## src/rtl/psg_multi_if.sv

```systemverilog
// psg_multi_if: CPU sound-port bus (BDIR/BC latch protocol) plus the PSG clock enable.
interface psg_multi_if;
  logic       ce;
  logic       bdir;
  logic       bc;
  logic [7:0] di;
  logic [7:0] dout_c;

  modport master (output ce, bdir, bc, di, input dout_c);
  modport slave  (input ce, bdir, bc, di, output dout_c);
endinterface

```

## src/rtl/psg_multi.sv

```systemverilog
// psg_multi: N_CH square-tone channels, shared 17-bit noise LFSR, shared 32-step
// envelope, per-channel registered log volume and a summed mono mix.
// Optional feature macro: PSG_STEREO_EN adds mix_l/mix_r and pan register R17.
module psg_multi #(
  parameter int unsigned N_CH     = 3,
  parameter int unsigned PRESCALE = 8,
  parameter int unsigned MIX_W    = 10
) (
  input  logic              clk,
  input  logic              rst,
  psg_multi_if.slave        bus,
  output logic [8*N_CH-1:0] ch_out,
  output logic [MIX_W-1:0]  mix,
`ifdef PSG_STEREO_EN
  output logic [MIX_W-1:0]  mix_l,
  output logic [MIX_W-1:0]  mix_r,
`endif
  output logic [N_CH-1:0]   active
);

  localparam int unsigned PS_W = $clog2(PRESCALE);
  localparam logic [PS_W-1:0] PS_LAST = PS_W'(PRESCALE - 1);

  localparam logic [1:0] ENV_HOLD = 2'd0;
  localparam logic [1:0] ENV_UP   = 2'd1;
  localparam logic [1:0] ENV_DOWN = 2'd2;

  // Wrap limit: period 0 behaves as period 1.
  function automatic logic [15:0] lim(input logic [15:0] p);
    return (p == 16'd0) ? 16'd0 : p - 16'd1;
  endfunction

  // 5-bit volume code to 8-bit log amplitude.
  function automatic logic [7:0] log_vol(input logic [4:0] c);
    logic [7:0] v;
    case (c)
      5'd0:  v = 8'h00;
      5'd1:  v = 8'h01;
      5'd2:  v = 8'h01;
      5'd3:  v = 8'h02;
      5'd4:  v = 8'h02;
      5'd5:  v = 8'h03;
      5'd6:  v = 8'h03;
      5'd7:  v = 8'h04;
      5'd8:  v = 8'h06;
      5'd9:  v = 8'h07;
      5'd10: v = 8'h09;
      5'd11: v = 8'h0A;
      5'd12: v = 8'h0C;
      5'd13: v = 8'h0E;
      5'd14: v = 8'h11;
      5'd15: v = 8'h13;
      5'd16: v = 8'h17;
      5'd17: v = 8'h1B;
      5'd18: v = 8'h20;
      5'd19: v = 8'h25;
      5'd20: v = 8'h2C;
      5'd21: v = 8'h35;
      5'd22: v = 8'h3E;
      5'd23: v = 8'h47;
      5'd24: v = 8'h54;
      5'd25: v = 8'h66;
      5'd26: v = 8'h77;
      5'd27: v = 8'h88;
      5'd28: v = 8'hA1;
      5'd29: v = 8'hC0;
      5'd30: v = 8'hE0;
      default: v = 8'hFF;
    endcase
    return v;
  endfunction

  // Register file and bus state
  logic        bdir_q;
  logic [4:0]  addr;
  logic [11:0] tone_p [N_CH];
  logic [4:0]  vol_r  [N_CH];
  logic [4:0]  noise_p;
  logic [7:0]  mixer;
  logic [15:0] env_p;
  logic [3:0]  env_shape;
  logic        env_pend;
`ifdef PSG_STEREO_EN
  logic [7:0]  pan;
`endif
  logic [7:0]  rd;

  logic rise, latch_stb, wr_stb;
  assign rise      = bus.bdir & ~bdir_q;
  assign latch_stb = rise & bus.bc;
  assign wr_stb    = rise & ~bus.bc;

  // Sound state
  logic [PS_W-1:0] pcnt;
  logic            ntog;
  logic            tick, ntick;
  logic [11:0]     tcnt [N_CH];
  logic [N_CH-1:0] tone;
  logic [4:0]      ncnt;
  logic [16:0]     lfsr;
  logic [15:0]     ecnt;
  logic            env_step, env_restart, env_up, env_at_end;
  logic [1:0]      env_state, env_state_nxt;
  logic [4:0]      env_vol, env_vol_nxt;

  logic [7:0]       lane [N_CH];
  logic [MIX_W-1:0] mix_nxt;
`ifdef PSG_STEREO_EN
  logic [MIX_W-1:0] mix_l_nxt, mix_r_nxt;
`endif

  // Bus edge detect, address latch and register writes; R16 writes arm an envelope restart.
  always_ff @(posedge clk or posedge rst) begin
    if (rst) begin
      bdir_q    <= 1'b0;
      addr      <= 5'd0;
      noise_p   <= 5'd0;
      mixer     <= 8'hFF;
      env_p     <= 16'd0;
      env_shape <= 4'd0;
      env_pend  <= 1'b0;
`ifdef PSG_STEREO_EN
      pan       <= 8'hFF;
`endif
      for (int k = 0; k < N_CH; k++) begin
        tone_p[k] <= 12'd0;
        vol_r[k]  <= 5'd0;
      end
    end else begin
      bdir_q <= bus.bdir;
      if (env_restart) env_pend <= 1'b0;
      if (latch_stb) addr <= bus.di[4:0];
      if (wr_stb) begin
        for (int k = 0; k < N_CH; k++) begin
          if (addr == 5'(2*k))     tone_p[k][7:0]  <= bus.di;
          if (addr == 5'(2*k + 1)) tone_p[k][11:8] <= bus.di[3:0];
          if (addr == 5'(10 + k))  vol_r[k]        <= bus.di[4:0];
        end
        case (addr)
          5'd8:  noise_p     <= bus.di[4:0];
          5'd9:  mixer       <= bus.di;
          5'd14: env_p[7:0]  <= bus.di;
          5'd15: env_p[15:8] <= bus.di;
          5'd16: begin
            env_shape <= bus.di[3:0];
            env_pend  <= 1'b1;
          end
`ifdef PSG_STEREO_EN
          5'd17: pan <= bus.di;
`endif
          default: ;
        endcase
      end
    end
  end

  // Readback mux from the latched address; unimplemented locations read 0.
  always_comb begin
    rd = 8'h00;
    for (int k = 0; k < N_CH; k++) begin
      if (addr == 5'(2*k))     rd = tone_p[k][7:0];
      if (addr == 5'(2*k + 1)) rd = {4'h0, tone_p[k][11:8]};
      if (addr == 5'(10 + k))  rd = {3'b000, vol_r[k]};
    end
    case (addr)
      5'd8:  rd = {3'b000, noise_p};
      5'd9:  rd = mixer;
      5'd14: rd = env_p[7:0];
      5'd15: rd = env_p[15:8];
      5'd16: rd = {4'h0, env_shape};
`ifdef PSG_STEREO_EN
      5'd17: rd = pan;
`endif
      default: ;
    endcase
  end
  assign bus.dout_c = rd;

  assign tick     = bus.ce & (pcnt == PS_LAST);
  assign ntick    = tick & ntog;
  assign env_step = tick & (ecnt >= lim(env_p));

  // Prescaler: tick every PRESCALE CEs, ntick on every second tick.
  always_ff @(posedge clk or posedge rst) begin
    if (rst) begin
      pcnt <= '0;
      ntog <= 1'b0;
    end else if (bus.ce) begin
      pcnt <= (pcnt == PS_LAST) ? '0 : pcnt + 1'b1;
      if (tick) ntog <= ~ntog;
    end
  end

  // Tone dividers; a period below the running count wraps on the next tick.
  always_ff @(posedge clk or posedge rst) begin
    if (rst) begin
      tone <= '0;
      for (int k = 0; k < N_CH; k++) tcnt[k] <= 12'd0;
    end else if (tick) begin
      for (int k = 0; k < N_CH; k++) begin
        if (16'(tcnt[k]) >= lim(16'(tone_p[k]))) begin
          tcnt[k] <= 12'd0;
          tone[k] <= ~tone[k];
        end else begin
          tcnt[k] <= tcnt[k] + 12'd1;
        end
      end
    end
  end

  // Noise divider and LFSR (taps 0 and 3 feed bit 16).
  always_ff @(posedge clk or posedge rst) begin
    if (rst) begin
      ncnt <= 5'd0;
      lfsr <= 17'h00001;
    end else if (ntick) begin
      if (16'(ncnt) >= lim(16'(noise_p))) begin
        ncnt <= 5'd0;
        lfsr <= {lfsr[0] ^ lfsr[3], lfsr[16:1]};
      end else begin
        ncnt <= ncnt + 5'd1;
      end
    end
  end

  // Envelope step divider.
  always_ff @(posedge clk or posedge rst) begin
    if (rst)       ecnt <= 16'd0;
    else if (tick) ecnt <= env_step ? 16'd0 : ecnt + 16'd1;
  end

  assign env_restart = bus.ce & env_pend;
  assign env_up      = (env_state == ENV_UP);
  assign env_at_end  = env_up ? (env_vol == 5'd31) : (env_vol == 5'd0);

  // Envelope state register.
  always_ff @(posedge clk or posedge rst) begin
    if (rst) begin
      env_state <= ENV_HOLD;
      env_vol   <= 5'd0;
    end else begin
      env_state <= env_state_nxt;
      env_vol   <= env_vol_nxt;
    end
  end

  // Envelope next state: restart beats a coincident step; shape decides end-of-ramp action.
  always_comb begin
    env_state_nxt = env_state;
    env_vol_nxt   = env_vol;
    if (env_restart) begin
      env_state_nxt = env_shape[2] ? ENV_UP : ENV_DOWN;
      env_vol_nxt   = env_shape[2] ? 5'd0 : 5'd31;
    end else if (env_step && (env_state != ENV_HOLD)) begin
      if (!env_at_end) begin
        env_vol_nxt = env_up ? env_vol + 5'd1 : env_vol - 5'd1;
      end else if (!env_shape[3]) begin
        env_state_nxt = ENV_HOLD;
        env_vol_nxt   = 5'd0;
      end else if (env_shape[0]) begin
        env_state_nxt = ENV_HOLD;
        env_vol_nxt   = env_shape[1] ? ~env_vol : env_vol;
      end else if (env_shape[1]) begin
        env_state_nxt = env_up ? ENV_DOWN : ENV_UP;
        env_vol_nxt   = env_up ? 5'd30 : 5'd1;
      end else begin
        env_vol_nxt = env_up ? 5'd0 : 5'd31;
      end
    end
  end

  // Per-channel gate, volume code, log lookup and lane sums.
  always_comb begin
    mix_nxt = '0;
`ifdef PSG_STEREO_EN
    mix_l_nxt = '0;
    mix_r_nxt = '0;
`endif
    for (int k = 0; k < N_CH; k++) begin
      lane[k] = 8'h00;
      if ((mixer[k] | tone[k]) & (mixer[4+k] | lfsr[0]))
        lane[k] = log_vol(vol_r[k][4] ? env_vol : {vol_r[k][3:0], vol_r[k][3]});
      mix_nxt = mix_nxt + MIX_W'(lane[k]);
`ifdef PSG_STEREO_EN
      if (pan[k])   mix_l_nxt = mix_l_nxt + MIX_W'(lane[k]);
      if (pan[4+k]) mix_r_nxt = mix_r_nxt + MIX_W'(lane[k]);
`endif
    end
  end

  // Output registers, updated every clock regardless of CE.
  always_ff @(posedge clk or posedge rst) begin
    if (rst) begin
      ch_out <= '0;
      mix    <= '0;
      active <= '0;
`ifdef PSG_STEREO_EN
      mix_l  <= '0;
      mix_r  <= '0;
`endif
    end else begin
      for (int k = 0; k < N_CH; k++) begin
        ch_out[8*k +: 8] <= lane[k];
        active[k]        <= ~(mixer[k] & mixer[4+k]);
      end
      mix <= mix_nxt;
`ifdef PSG_STEREO_EN
      mix_l <= mix_l_nxt;
      mix_r <= mix_r_nxt;
`endif
    end
  end

endmodule

```

## src/flat_wrapper.sv

```systemverilog
// flat-port wrapper written by rule: the top's interface ports become plain ports
module psg_multi_flat 
#(
  parameter int unsigned N_CH     = 3,
  parameter int unsigned PRESCALE = 8,
  parameter int unsigned MIX_W    = 10
)
  (clk, rst, ch_out, mix, active, bus_ce, bus_bdir, bus_bc, bus_di, bus_dout_c);
  psg_multi_if bus_i ();
  input  logic clk;
  input  logic rst;
  output logic [8*N_CH-1:0] ch_out;
  output logic [MIX_W-1:0] mix;
  output logic [N_CH-1:0] active;
  input wire logic [$bits(bus_i.ce)-1:0] bus_ce;
  input wire logic [$bits(bus_i.bdir)-1:0] bus_bdir;
  input wire logic [$bits(bus_i.bc)-1:0] bus_bc;
  input wire logic [$bits(bus_i.di)-1:0] bus_di;
  output wire logic [$bits(bus_i.dout_c)-1:0] bus_dout_c;
  assign bus_i.ce = bus_ce;
  assign bus_i.bdir = bus_bdir;
  assign bus_i.bc = bus_bc;
  assign bus_i.di = bus_di;
  assign bus_dout_c = bus_i.dout_c;
  psg_multi #(.N_CH(N_CH), .PRESCALE(PRESCALE), .MIX_W(MIX_W)) u_core (.clk(clk), .rst(rst), .bus(bus_i), .ch_out(ch_out), .mix(mix), .active(active));
endmodule
```

## config.mk

```make
export PLATFORM = sky130hd
export DESIGN_NAME = psg_multi_flat
export DESIGN_NICKNAME = d
export VERILOG_FILES = /design/src/rtl/psg_multi_if.sv /design/src/rtl/psg_multi.sv /design/src/flat_wrapper.sv
export SDC_FILE = /design/constraint.sdc
export NUM_CORES = 1
export LEC_CHECK = 0
export BUFFER_PORTS_ARGS = -buffer_cell sky130_fd_sc_hd__buf_2
export CAP_MARGIN = 5
export CORE_AREA = 2 2 159 161
export CTS_CLUSTER_DIAMETER = 80
export DETAILED_ROUTE_END_ITERATION = 10
export DIE_AREA = 0 0 161 163
export PLACE_DENSITY = 0.87
export SLEW_MARGIN = 0
export SYNTH_ARGS = -nofsm -noshare
export SYNTH_HDL_FRONTEND = slang
export SYNTH_SLANG_ARGS = --single-unit
```

## constraint.sdc

```tcl
create_clock -name clk -period 7.2 [get_ports clk]
set_input_delay 1.08 -clock clk [delete_from_list [all_inputs] [get_ports clk]]
set_output_delay 1.08 -clock clk [all_outputs]
set_load 0.03 [all_outputs]
```

After elaboration in Yosys (flattened, before gate mapping)

Memories as Yosys holds them, arrays and structs flattened.
Index checks and enable logic that the tools add are counted.
Widths: inputs -> output; s select.

Equal/unequal tests: 18
Reductions and logical operators: 32
Mux-type cells: 50
$lt $le $gt $ge: 5
Bitwise operators: 30
Add/sub/neg operators: 15

Operator list:

| cell                  | number |
|---|---|
| $mux 16               | 6 |
| $mux 8                | 12 |
| $mux 5                | 15 |
| $ge 12x16->1          | 3 |
| $pmux 8 s5            | 1 |
| $reduce_and 2->1      | 20 |
| $sub 12x1->13 const B | 3 |
| $add 12x1->12 const B | 3 |
| $logic_not 12->1      | 3 |
| $mux 12               | 3 |
| $eq 5x4->1 const B    | 7 |
| $add 16x1->16 const B | 1 |
| $ge 16x16->1          | 1 |
| $ge 5x16->1           | 1 |
| $logic_not 16->1      | 1 |
| $mux 2                | 8 |
| $sub 16x1->16 const B | 1 |
| $logic_not 5->1       | 3 |
| $and 1x1->1           | 13 |
| $add 10x8->10         | 1 |
| $add 5x1->5 const B   | 2 |
| $eq 5x2->1 const B    | 2 |
| $eq 5x3->1 const B    | 2 |
| $eq 5x5->1 const B    | 2 |
| 18 further kinds      | 36 |

Memories kept: 3
Register bits after elaboration: 216
Logic and storage cells: 186
Output and inout bits: 45
Memory bits (read-only): 768

Memory list:

| memory          | words | width | read ports | clocked after Yosys merged registers in | wr ports | RTL line        | text |
|---|---|---|---|---|---|---|---|
| (no name shown) | 32    | 8     | 1          | 0                                       | 0        | psg_multi.sv:36 | `case (c)` |
| (no name shown) | 32    | 8     | 1          | 0                                       | 0        | psg_multi.sv:36 |  |
| (no name shown) | 32    | 8     | 1          | 0                                       | 0        | psg_multi.sv:36 |  |

Logic depth before layout (Yosys ltp)

Word-level depth: 11
Mapped depth: 22
Mapped depth without buffers: 21

Least setup slack after synthesis

Ideal clock, no wire load.

Path type: reg2reg
Start: register u_core.vol_r[9] (netlist bit)
End: register u_core.mix[8]
Cell stages (with the launch flop): 22
Required time: 7.062 ns
Arrival time: 4.224 ns
Setup slack: 2.838 ns
Library setup time: 0.138 ns
Path buffers: 1
Period minus slack after synthesis: 4.362 ns
Cells stage by stage: dfrtp_1 > clkbuf_1 > mux2i_1 > inv_1 > ha_1 > nor2_1 > a211oi_1 > a311oi_1 > nor3_1 > ha_1 > fa_1 > a21o_1 > a21oi_1 > nor2b_1 > o21a_1 > nor2_1 > xnor2_1 > ha_1 > or2_2 > a21oi_1 > a21oi_1 > xnor2_1

RTL lines:

| element                         | RTL line         | text |
|---|---|---|
| start, declared                 | psg_multi.sv:77  | `logic [4:0] vol_r [N_CH];` |
| start signal, assigned by index | psg_multi.sv:137 | `if (addr == 5'(10 + k)) vol_r[k] <= bus.di[4:0];` |
| end signal, assigned            | psg_multi.sv:306 | `mix <= mix_nxt;` |
| end, declared                   | psg_multi.sv:13  | `output logic [MIX_W-1:0] mix,` |

==> impl_metrics.json <==
{
  "root_buffer": "clkbuf_16",
  "yosys-top-cells-area": "dfrtp_1 38%, ha_1 10%, mux2_2 9.4%",
  "drt_iter0_drc": 1109,
  "slew_headroom": 0.2179,
  "start_kind": "register",
  "period_share": 0.7215,
  "cts_hold_buf": 0,
  "reg2reg_from": "u_core.vol_r[14]",
  "cp_slowest_stage_delay_ps": 740,
  "synth_nets": 1553,
  "cp.buffers_inverters": 1,
  "dr.pass1.iters": 7,
  "crit_path_top_delay_cell": "mux2i_1",
  "r2r_setup_slack_ps": 2000,
  "cts_tree": "built",
  "post-route-util": 0.6116,
  "synth_top_area_share": 0.3755,
  "fp.dieW_um": 161,
  "htreeDepth": 1,
  "antenna_found_initial": 1,
  "area_growth_syn_to_layout_pct": 9.397,
  "end_kind": "register",
  "fillers": 1994,
  "clk_latency_ps": 530,
  "hold_viol": 0,
  "numCtsBuffers": 24,
  "grt_max_degree": 146,
  "cts_max_path_buffers": 3,
  "io_pins": 58,
  "wl_per_cell_um": 18.49,
  "antenna_left": 0,
  "synth_edf_count": 0,
  "finalSetupTns_ps": 0,
  "dr_total_vias": 11190,
  "peakVddDrop_v": 0.0001683,
  "pwr_density_cell_nw_per_um2": 325.9,
  "netlist_top_cells_count": "207 x dfrtp_1, 160 x nand2_1, 115 x mux2_2, 115 x nor2_1, 113 x ha_1",
  "synth_area_leader_cell": "dfrtp_1",
  "finalSetupViolCount": 0,
  "drc": 0,
  "synth_seq_cells": 216,
  "worst_path_dominant_cell_family": "multiplexers",
  "synthDistinctLibCells": 78,
  "async_flop_share": 1.000,
  "cp_num_cells": 16,
  "drv_cap": 0,
  "via_per_inst": 6.173,
  "placementRows": 58,
  "rr_endpoint": "u_core.mix[8]",
  "yosys_warnings": 0,
  "grt_util_all_layers": 0.2565,
  "drive_above_1_share": 0.1669,
  "port_buffers": 57,
  "fmax_mhz": 192.5,
  "yosysMostFrequentCell": "dfrtp_1",
  "reg2reg_depth": 16,
  "fin_skew_ps": 15.74,
  "syn-cell-area_um2": 13790,
  "path_class": "reg -> reg",
  "required_ps": 7580,
  "status": "completed",
  "path_clk_slew_ps": 60,
  "grt_pass1_wl_um": 55550,
  "routabilityCongestion": 0.9566,
  "critPathMaxFanout": 12,
  "cts_resized": 0,
  "wirelength_um": 33510,
  "grt_overflow": 0,
  "syn_avg_cell_area_um2": 9.687,
  "initial_core_util": 0.5591,
  "grt_pass1_vias": 11080,
  "die_h_um": 163,
  "num-nets-final": 1592,
  "tightest_slew_ps": 1161,
  "dpl.hpwl_um": 24000,
  "ys_seq_area_frac": 0.3927,
  "hp-class": "reg -> reg",
  "worstSetupStartpoint": "u_core.vol_r[14]",
  "whs_ps": 498.9,
  "cpMostUsedCell": "ha_1",
  "rsz0062_at_grt": "false",
  "path_cells": "mux2i_1, inv_1, ha_1, mux4_2, nor2_1, ha_1, a21o_1, a21oi_1, nor2b_1, o21a_1, o41a_1, xor2_1, ha_1, nor3_1, a21oi_1, xnor2_1",
  "p_leak_nw": 7.199,
  "cts_setup_buffers": 0,
  "min_period_ps": 5195,
  "coreArea_um2": 24670,
  "synthCells": 1424,
  "synth_top_flop_cell": "dfrtp_1",
  "drv_slew": 0,
  "crit_end": "u_core.mix[8]",
  "cts.sink_count": 216,
  "dieArea_um2": 26240,
  "cp.arrival_ps": 5580
}
==> state kept, by name (all words and copies together), names as in the netlist, 5 cells and up <==
name            cells
u_core.tcnt        36
u_core.tone_p      36
u_core.ch_out      24
u_core.lfsr        17
u_core.ecnt        16
u_core.env_p       16
u_core.vol_r       15
u_core.mix         10
u_core.mixer        8
u_core.addr         5
u_core.env_vol      5
u_core.ncnt         5
u_core.noise_p      5
==> power by group <==
group | total [mW] | internal (mW) | switching [mW]
clock network | 1.19 | 0.695 | 0.495
registers | 1.74 | 1.42 | 0.321
logic | 1.99 | 0.839 | 1.15
total | 4.92 | 2.95 | 1.97
==> worst min path at each step <==
stage	slack, ps	endpoint	from	cells past startpoint
final	500	u_core.tone[2]	u_core.tone[2]	1
after floorplan	430	u_core.active[0]	u_core.mixer[0]	1
after detailed placement	480	u_core.tone[2]	u_core.tone[2]	1
after CTS	490	u_core.tone[2]	u_core.tone[2]	1
after global placement	460	u_core.tone[2]	u_core.tone[2]	1
after global routing	520	u_core.lfsr[7]	u_core.lfsr[7]	1
==> logic make-up after synthesis <==
logic type      count (synthesis)  share of synthesized area
buf+inv                        87                    0.02576
mux                           132                     0.1071
xor+xnor                       88                    0.05587
flops                         216                     0.3927
fa+ha+maj                     117                     0.1076
compound gates                291                     0.1391
simple gates                  493                     0.1719
==> routing by layer <==
layer  GRT usage  wire, um  vias to the layer above
met3     0.03463      1966                       90
met5           0         0                        -
li1            -         -                     5239
met4     0.08563      1045                        0
met2      0.4257     15990                      384
met1      0.3490     14510                     5473
==> layout make-up <==
class,instances,area (um2),area share
well taps,330,412.9,0.02736
flip-flops and latches,216,5416,0.3589
inverters,38,150.1,0.009949
clock inverters,6,30.03,0.001990
diodes,2,5.005,0.0003316
repair buffers,62,322.8,0.02139
multi-input cells,1121,8023,0.5316
clock buffers,37,730.7,0.04842
==> metrics by stage <==
step / setup slack, ps / total power, mW / cells / cell area (um2)
floorplan: 227.2 / 3.244 / 1424 / 13790
finish: 2005 / 4.919 / 1812 / 15090
global route: 1802 / 5.283 / 1810 / 15090
detailed placement: 2152 / 3.712 / 1767 / 14330
global placement: 2475 / 3.610 / 1767 / 14330
CTS: 2128 / 4.918 / 1810 / 15090
==> cells in the final DEF (no fill, tap or decap), types with 5 or more instances in the layout <==
cell	synthesis	final
a211o_1	5	5
a211oi_1	8	8
a21o_1	22	22
a21oi_1	69	69
a221oi_1	5	5
a22oi_1	22	22
a31oi_1	11	11
and3_1	16	16
and4_1	5	5
buf_2	1	57
buf_4	5	5
clkbuf_1	38	6
clkbuf_16	0	25
clkbuf_8	0	6
clkinv_2	0	6
dfrtp_1	207	207
dfstp_2	9	9
ha_1	113	113
inv_1	38	37
mux2_2	115	115
mux2i_1	16	16
nand2_1	160	160
nand2b_1	21	21
nand3_1	44	44
nand3b_1	6	6
nand4_1	21	21
nor2_1	115	115
nor2b_1	16	16
nor3_1	45	45
nor4_1	10	10
o211ai_1	14	14
o21a_1	9	9
o21ai_0	60	60
o22ai_1	11	11
or2_2	7	7
or3_1	5	5
xnor2_1	36	36
xor2_1	52	52
(Power assumes the default switching activity.)
